<file path="config.mk">
export PLATFORM = sky130hd
export DESIGN_NAME = frame_reception
export DESIGN_NICKNAME = d
export VERILOG_FILES = /design/src/rtl/frame_reception.sv
export SDC_FILE = /design/constraint.sdc
export NUM_CORES = 1
export LEC_CHECK = 0
export CAP_MARGIN = 40
export CORE_MARGIN = 8
export CORE_UTILIZATION = 50
export DETAILED_ROUTE_END_ITERATION = 7
export GPL_TIMING_DRIVEN = 1
export PLACE_DENSITY_LB_ADDON = 0.25
export SETUP_SLACK_MARGIN = 0.4
export SLEW_MARGIN = 20
export SYNTH_ARGS = -nofsm -noshare
export SYNTH_HDL_FRONTEND = slang
export SYNTH_SLANG_ARGS = --single-unit
</file>
<file path="constraint.sdc">
create_clock -name clk -period 1.8 [get_ports clk]
set_input_delay 0.27 -clock clk [delete_from_list [all_inputs] [get_ports clk]]
set_output_delay 0.27 -clock clk [all_outputs]
set_load 0.005 [all_outputs]
</file>
<file path="src/rtl/frame_reception.sv">
// Byte-wide Ethernet frame receiver: strips preamble/SFD, deserialises dest/src/type/4-byte payload, checks CRC-32 FCS.
// Results appear one cycle after the FSM enters DONE; there is no backpressure, one byte is consumed per rx_dv cycle.
module frame_reception #(
   parameter int PREAMBLE_MAX = 7
) (
   input  logic        clk,
   input  logic        rst,
   input  logic [7:0]  rx_in,
   input  logic        rx_dv,
   output logic [47:0] dest_addr,
   output logic [47:0] src_addr,
   output logic [15:0] eth_type,
   output logic [31:0] data_out,
   output logic        rx_done,
   output logic        crc_ok,
   output logic        rx_error,
   output logic [3:0]  state,
   output logic [2:0]  byte_count
);

   localparam int PW = $clog2(PREAMBLE_MAX + 1);

   typedef enum logic [3:0] {
      S_IDLE      = 4'd0,
      S_PREAMBLE  = 4'd1,
      S_DEST      = 4'd2,
      S_SRC       = 4'd3,
      S_TYPE      = 4'd4,
      S_DATA      = 4'd5,
      S_FCS       = 4'd6,
      S_DONE      = 4'd7,
      S_WAIT_IDLE = 4'd8
   } state_t;

   state_t          cur, nxt;
   logic [2:0]      cnt_nxt;
   logic [2:0]      field_last;
   logic [PW-1:0]   pre_cnt, pre_nxt;
   logic            err_nxt;
   logic            crc_init;
   logic [31:0]     crc;
   logic [47:0]     dest_sh, src_sh;
   logic [15:0]     type_sh;
   logic [31:0]     data_sh, fcs_sh;

   assign state = cur;

   function automatic logic [31:0] crc_byte(input logic [31:0] c, input logic [7:0] d);
      logic [31:0] r;
      r = c ^ {24'h0, d};
      for (int i = 0; i < 8; i++)
         r = r[0] ? ((r >> 1) ^ 32'hEDB88320) : (r >> 1);
      return r;
   endfunction

   always_comb begin
      field_last = 3'd0;
      case (cur)
         S_DEST, S_SRC:  field_last = 3'd5;
         S_TYPE:         field_last = 3'd1;
         S_DATA, S_FCS:  field_last = 3'd3;
         default:        field_last = 3'd0;
      endcase
   end

   always_comb begin
      nxt      = cur;
      cnt_nxt  = 3'd0;
      pre_nxt  = pre_cnt;
      err_nxt  = 1'b0;
      crc_init = 1'b0;
      case (cur)
         S_IDLE: begin
            if (rx_dv) begin
               if (rx_in == 8'h55) begin
                  nxt     = S_PREAMBLE;
                  pre_nxt = PW'(1);
               end else if (rx_in == 8'hD5) begin
                  nxt      = S_DEST;
                  crc_init = 1'b1;
               end else begin
                  nxt     = S_WAIT_IDLE;
                  err_nxt = 1'b1;
               end
            end
         end
         S_PREAMBLE: begin
            if (!rx_dv) begin
               nxt     = S_IDLE;
               err_nxt = 1'b1;
            end else if (rx_in == 8'h55) begin
               if (pre_cnt == PW'(PREAMBLE_MAX)) begin
                  nxt     = S_WAIT_IDLE;
                  err_nxt = 1'b1;
               end else begin
                  pre_nxt = pre_cnt + 1'b1;
               end
            end else if (rx_in == 8'hD5) begin
               nxt      = S_DEST;
               crc_init = 1'b1;
            end else begin
               nxt     = S_WAIT_IDLE;
               err_nxt = 1'b1;
            end
         end
         S_DEST, S_SRC, S_TYPE, S_DATA, S_FCS: begin
            if (!rx_dv) begin
               nxt     = S_IDLE;
               err_nxt = 1'b1;
            end else if (byte_count == field_last) begin
               case (cur)
                  S_DEST:  nxt = S_SRC;
                  S_SRC:   nxt = S_TYPE;
                  S_TYPE:  nxt = S_DATA;
                  S_DATA:  nxt = S_FCS;
                  default: nxt = S_DONE;
               endcase
            end else begin
               cnt_nxt = byte_count + 3'd1;
            end
         end
         S_DONE:      nxt = rx_dv ? S_WAIT_IDLE : S_IDLE;
         S_WAIT_IDLE: if (!rx_dv) nxt = S_IDLE;
         default:     nxt = S_IDLE;
      endcase
   end

   always_ff @(posedge clk) begin
      if (rst) begin
         cur        <= S_IDLE;
         byte_count <= 3'd0;
         pre_cnt    <= '0;
         crc        <= 32'hFFFFFFFF;
         dest_sh    <= 48'h0;
         src_sh     <= 48'h0;
         type_sh    <= 16'h0;
         data_sh    <= 32'h0;
         fcs_sh     <= 32'h0;
         dest_addr  <= 48'h0;
         src_addr   <= 48'h0;
         eth_type   <= 16'h0;
         data_out   <= 32'h0;
         rx_done    <= 1'b0;
         crc_ok     <= 1'b0;
         rx_error   <= 1'b0;
      end else begin
         cur        <= nxt;
         byte_count <= cnt_nxt;
         pre_cnt    <= pre_nxt;
         rx_error   <= err_nxt;
         rx_done    <= 1'b0;
         if (crc_init)
            crc <= 32'hFFFFFFFF;
         if (rx_dv) begin
            case (cur)
               S_DEST: begin
                  dest_sh <= {dest_sh[39:0], rx_in};
                  crc     <= crc_byte(crc, rx_in);
               end
               S_SRC: begin
                  src_sh <= {src_sh[39:0], rx_in};
                  crc    <= crc_byte(crc, rx_in);
               end
               S_TYPE: begin
                  type_sh <= {type_sh[7:0], rx_in};
                  crc     <= crc_byte(crc, rx_in);
               end
               S_DATA: begin
                  data_sh <= {data_sh[23:0], rx_in};
                  crc     <= crc_byte(crc, rx_in);
               end
               S_FCS:   fcs_sh <= {rx_in, fcs_sh[31:8]};  // FCS arrives LSB-first
               default: ;
            endcase
         end
         // Visible outputs only move here, so aborted frames leave them intact.
         if (cur == S_DONE) begin
            dest_addr <= dest_sh;
            src_addr  <= src_sh;
            eth_type  <= type_sh;
            data_out  <= data_sh;
            crc_ok    <= (fcs_sh == ~crc);
            rx_done   <= 1'b1;
         end
      end
   end

endmodule

</file>
==> results.txt <==
The H-tree was split into 2 levels. The nature of the critical path startpoint was a register. The via count of the first global-routing pass was 12.8k; the reported max-cap violation count was 0. The library cell used most frequently in the layout, excluding fill and tap cells, is sky130_fd_sc_hd__nand2_1. The maximum vdd drop was 0.720 mV; the data arrival time of the critical path was 2340 ps. The flow ran to the end, but the final reports show violations. The kind of end point of the critical path was a register. TritonCTS built the clock tree. After global routing the overflow that remains totals 0. In this run the core area contains 61 standard-cell rows. The count of unique library cells instantiated by Yosys is 47.

After synthesis, the mean cell area works out to 8.19 µm². The fraction of synthesized cell area taken by the top area cell type works out to 0.517. Number of warnings issued by yosys: 0. The signal on the critical path passes through buf_6 -> or3b_4 -> buf_6 -> nor2_4 -> buf_12 -> buf_6 -> buf_6 -> nand2_2 -> a21oi_2. Leaving out fill and tap cells, the most frequent cells in the layout are 577 x sky130_fd_sc_hd__nand2_1, 346 x sky130_fd_sc_hd__dfxtp_1, 227 x sky130_fd_sc_hd__a21oi_1, 138 x sky130_fd_sc_hd__clkdlybuf4s50_1, 104 x sky130_fd_sc_hd__a21oi_2.

For this run, the post-layout net count is 2041. For this run, design rule violations remaining after detail routing come to 0. The tools report the maximum clock insertion buffer count as 3. After the first detailed-routing iteration, the DRC count stood at 1288. The average via count per standard cell is 5.65. The cell at the root of the clock tree is sky130_fd_sc_hd__clkbuf_16. The final standard cell area without fillers came out at 21300 µm². STA puts the critical path data required time at 2240 ps. For the overall global routing resource usage, the log shows 0.254. The detail-routed net length per standard cell was 20.2 µm. The run gives 0 as the number of slew-limit violations in the final report. Summed over all nets, the half-perimeter wirelength after detailed placement is 25400 µm. At the end of routability-driven placement, the weighted congestion stood at 0.870. The tightest hold path in the finished design has a slack of 149 ps. The first global-routing pass estimated 69100 µm of wire. The number of antenna violations at the first check in global routing was 1; the maximum clock rate was 526 MHz. At the pin with the least slew margin, the transition time is 532 ps. The share of post-route cells with drive strength above 1 is 0.262.

The logs give 0.508 for the initial core utilization and 0.645 for the worst-case headroom to the max-slew limit. The run gives 50 as the total of endpoints with negative setup slack in the final report. At the placement stage, the worst setup path has a slack of -473 ps. Cell type with the largest total area after synthesis: sky130_fd_sc_hd__dfxtp_1.

Peak per-stage delay on the critical path: 420 ps. The I/O pin count was 165; the first-pass iteration count of the detailed router was 7. Net count after synthesis: 1738. The detailed-route via count was 13.7k; the total wire length was 49000 µm. The logs give 14100 µm² for the summed instance area of the synthesized netlist and 0 for the residual antenna-violating net count after detailed routing.

The die is 184 µm tall. By area the synthesized netlist is led by sky130_fd_sc_hd__dfxtp_1 52%, sky130_fd_sc_hd__nand2_1 17%, sky130_fd_sc_hd__a21oi_1 12%, sky130_fd_sc_hd__clkbuf_1 2.7%, sky130_fd_sc_hd__xor2_1 2.4%. The async set-or-reset flop fraction in the synthesized netlist is 0. The number of hold violations in the final report is 0, and the horizontal die dimension is 184 µm.

Startpoint-to-endpoint class of the critical path: register to register. At the later pin of the worst-skew pair, clock insertion delay measures 520 ps. The cell depth of the worst min-delay path is 2. The register clock-pin slew on the reported worst setup and hold paths works out to 70 ps. For the worst flop-to-flop path, the logic depth is 9. The number of clock buffers added by TritonCTS is 38.

Static leakage power: 8.02 nW. The run gives -102 ps as the worst-case setup margin in the final layout. In the final timing run, aggregate negative setup slack is -1070 ps. For the sequential cell area fraction in the yosys report, the log shows 0.517. The synthesized design contains 0 enable-type register cells.

The core region is 27800 µm². The die footprint came out at 33900 µm². The total of flip-flops plus latches after synthesis came out at 365. The clock period minus final worst setup slack was 1900 ps.

The cell count after synthesis came out at 1724. The final setup skew came out at 25.2 ps. Counting every sink on the clock net gives 365. The main flop type after synthesis was sky130_fd_sc_hd__dfxtp_1. The checks that failed: negative setup slack. The number of port buffers is 164, and the total power density per cell area is 769 nW/µm². Worst min-delay path category: primary input to register. Entering global routing, the biggest net connects 97 pins.

The ratio of final minimum period to clock period is 1.06. The repair_antennas step left the layout with diodes totalling 0. By instance count, the cell type seen most on the critical path is sky130_fd_sc_hd__buf_6. The synthesis-to-layout area growth is 51.1%. Setup repair after global routing could not meet its margin everywhere. The placed instances occupy a cell area of 17000 µm². The largest fanout of any net on the critical path came out at 6. The cell with the biggest individual delay on the critical path was sky130_fd_sc_hd__or3b_4.
-- per-layer routing --
| metal | part of all wire | track usage | vias up |
|---|---|---|---|
| met1 | 0.40 | 0.325 | 6718 |
| met3 | 0.074 | 0.0443 | 144 |
| met2 | 0.49 | 0.428 | 596 |
| li1 | - | - | 6273 |
| met5 | 0.00016 | 0 | - |
| met4 | 0.035 | 0.0878 | 2 |
-- critical path, delay by kind of cell, from the launching register on --
kind	cells	cell delay, ps
buf+inv	5	630
flops	1	380
compound gates	1	160
simple gates	3	640
-- path summary, 6_finish.rpt --
check,to,startpoint,slack (ps)
setup reg to reg,dest_sh[1],state[3],-100
hold / removal,data_sh[29],rst,150
hold reg to reg,src_addr[41],src_sh[41],450
setup / recovery,dest_sh[1],state[3],-100
-- state kept, by name, indices dropped and copies added, names as in the netlist --
signal and flops:
type_sh 16, pre_cnt 3, crc_ok 1, rx_error 1, fcs_sh 32, eth_type 16, state 4, dest_sh 48
src_addr 48, src_sh 48, rx_done 1, dest_addr 48, crc 32, data_sh 32, data_out 32, byte_count 3
-- cell families (layout without fill, tap and decap cells) --
logic type,count (synthesis),after routing,share of synthesized area
buffers and inverters,123,450,0.0342
AO/OA/AOI/OAI,377,378,0.140
flip-flops,365,365,0.517
AND/OR/NAND/NOR,758,758,0.219
adder cells (fa/ha/maj),3,3,0.00266
XOR/XNOR,97,97,0.0860
multiplexers,1,1,0.000797
-- synth_stat cells (2+ instances only) --
cell / instances
sky130_fd_sc_hd__nand4_1: 9
sky130_fd_sc_hd__ha_1: 3
sky130_fd_sc_hd__a211oi_1: 2
sky130_fd_sc_hd__xnor2_2: 6
sky130_fd_sc_hd__nor3b_1: 3
sky130_fd_sc_hd__o31a_1: 2
sky130_fd_sc_hd__nor4_1: 5
sky130_fd_sc_hd__inv_1: 2
sky130_fd_sc_hd__buf_2: 11
sky130_fd_sc_hd__nor2b_1: 5
sky130_fd_sc_hd__o21ai_1: 4
sky130_fd_sc_hd__clkbuf_1: 103
sky130_fd_sc_hd__buf_1: 6
sky130_fd_sc_hd__xnor3_1: 11
sky130_fd_sc_hd__and2_1: 2
sky130_fd_sc_hd__or3_1: 2
sky130_fd_sc_hd__nand2_1: 652
sky130_fd_sc_hd__xnor2_4: 5
sky130_fd_sc_hd__a2bb2oi_1: 2
sky130_fd_sc_hd__nor4b_1: 4
sky130_fd_sc_hd__o22ai_1: 23
sky130_fd_sc_hd__a21oi_1: 331
sky130_fd_sc_hd__o21ai_0: 4
sky130_fd_sc_hd__dfxtp_1: 365
sky130_fd_sc_hd__nor3_1: 10
sky130_fd_sc_hd__nand2b_1: 31
sky130_fd_sc_hd__and3b_1: 2
sky130_fd_sc_hd__xor2_1: 38
sky130_fd_sc_hd__xnor2_1: 32
sky130_fd_sc_hd__o2bb2ai_1: 3
sky130_fd_sc_hd__nor2_1: 14
sky130_fd_sc_hd__a2111o_1: 2
sky130_fd_sc_hd__xor3_1: 5
sky130_fd_sc_hd__or2_1: 3
sky130_fd_sc_hd__nand3_1: 8
sky130_fd_sc_hd__and3_1: 3
-- repair_timing --
item                                    in CTS  in global routing
pin swaps                                   50                 53
hold buffers                                 0                  0
cloned                                      31                 17
buffers inserted                            40                 19
gates resized for setup                    213                206
endpoints found under the setup margin     519                517
-- through the flow --
step | utilization | std cells | power [mW]
after detailed placement | 0.611 | 2258 | 9.03
after global routing | 0.768 | 2430 | 16.8
after floorplan | - | 1724 | 8.73
final | 0.768 | 2430 | 16.4
after CTS | 0.722 | 2394 | 16.4
after global placement | 0.611 | 2258 | 9.02
-- report_power, final --
group	internal (mW)	leakage [nW]	switching [mW]	total, mW
clock	4.23	0.567	3.21	7.44
combinational	0.418	4.51	0.459	0.877
sequential	8.08	2.95	0.00900	8.08
-- area by class of cell --
cell class	count	area, µm²
fillers	1810	6450
repair buffers	383	4850
inverters	2	7.51
clock inverters	10	68.8
well taps	378	473
flip-flops and latches	365	7340
clock buffers	55	1090
multi-input cells	1237	7500
Note: power is estimated with default switching activity, not from simulation.
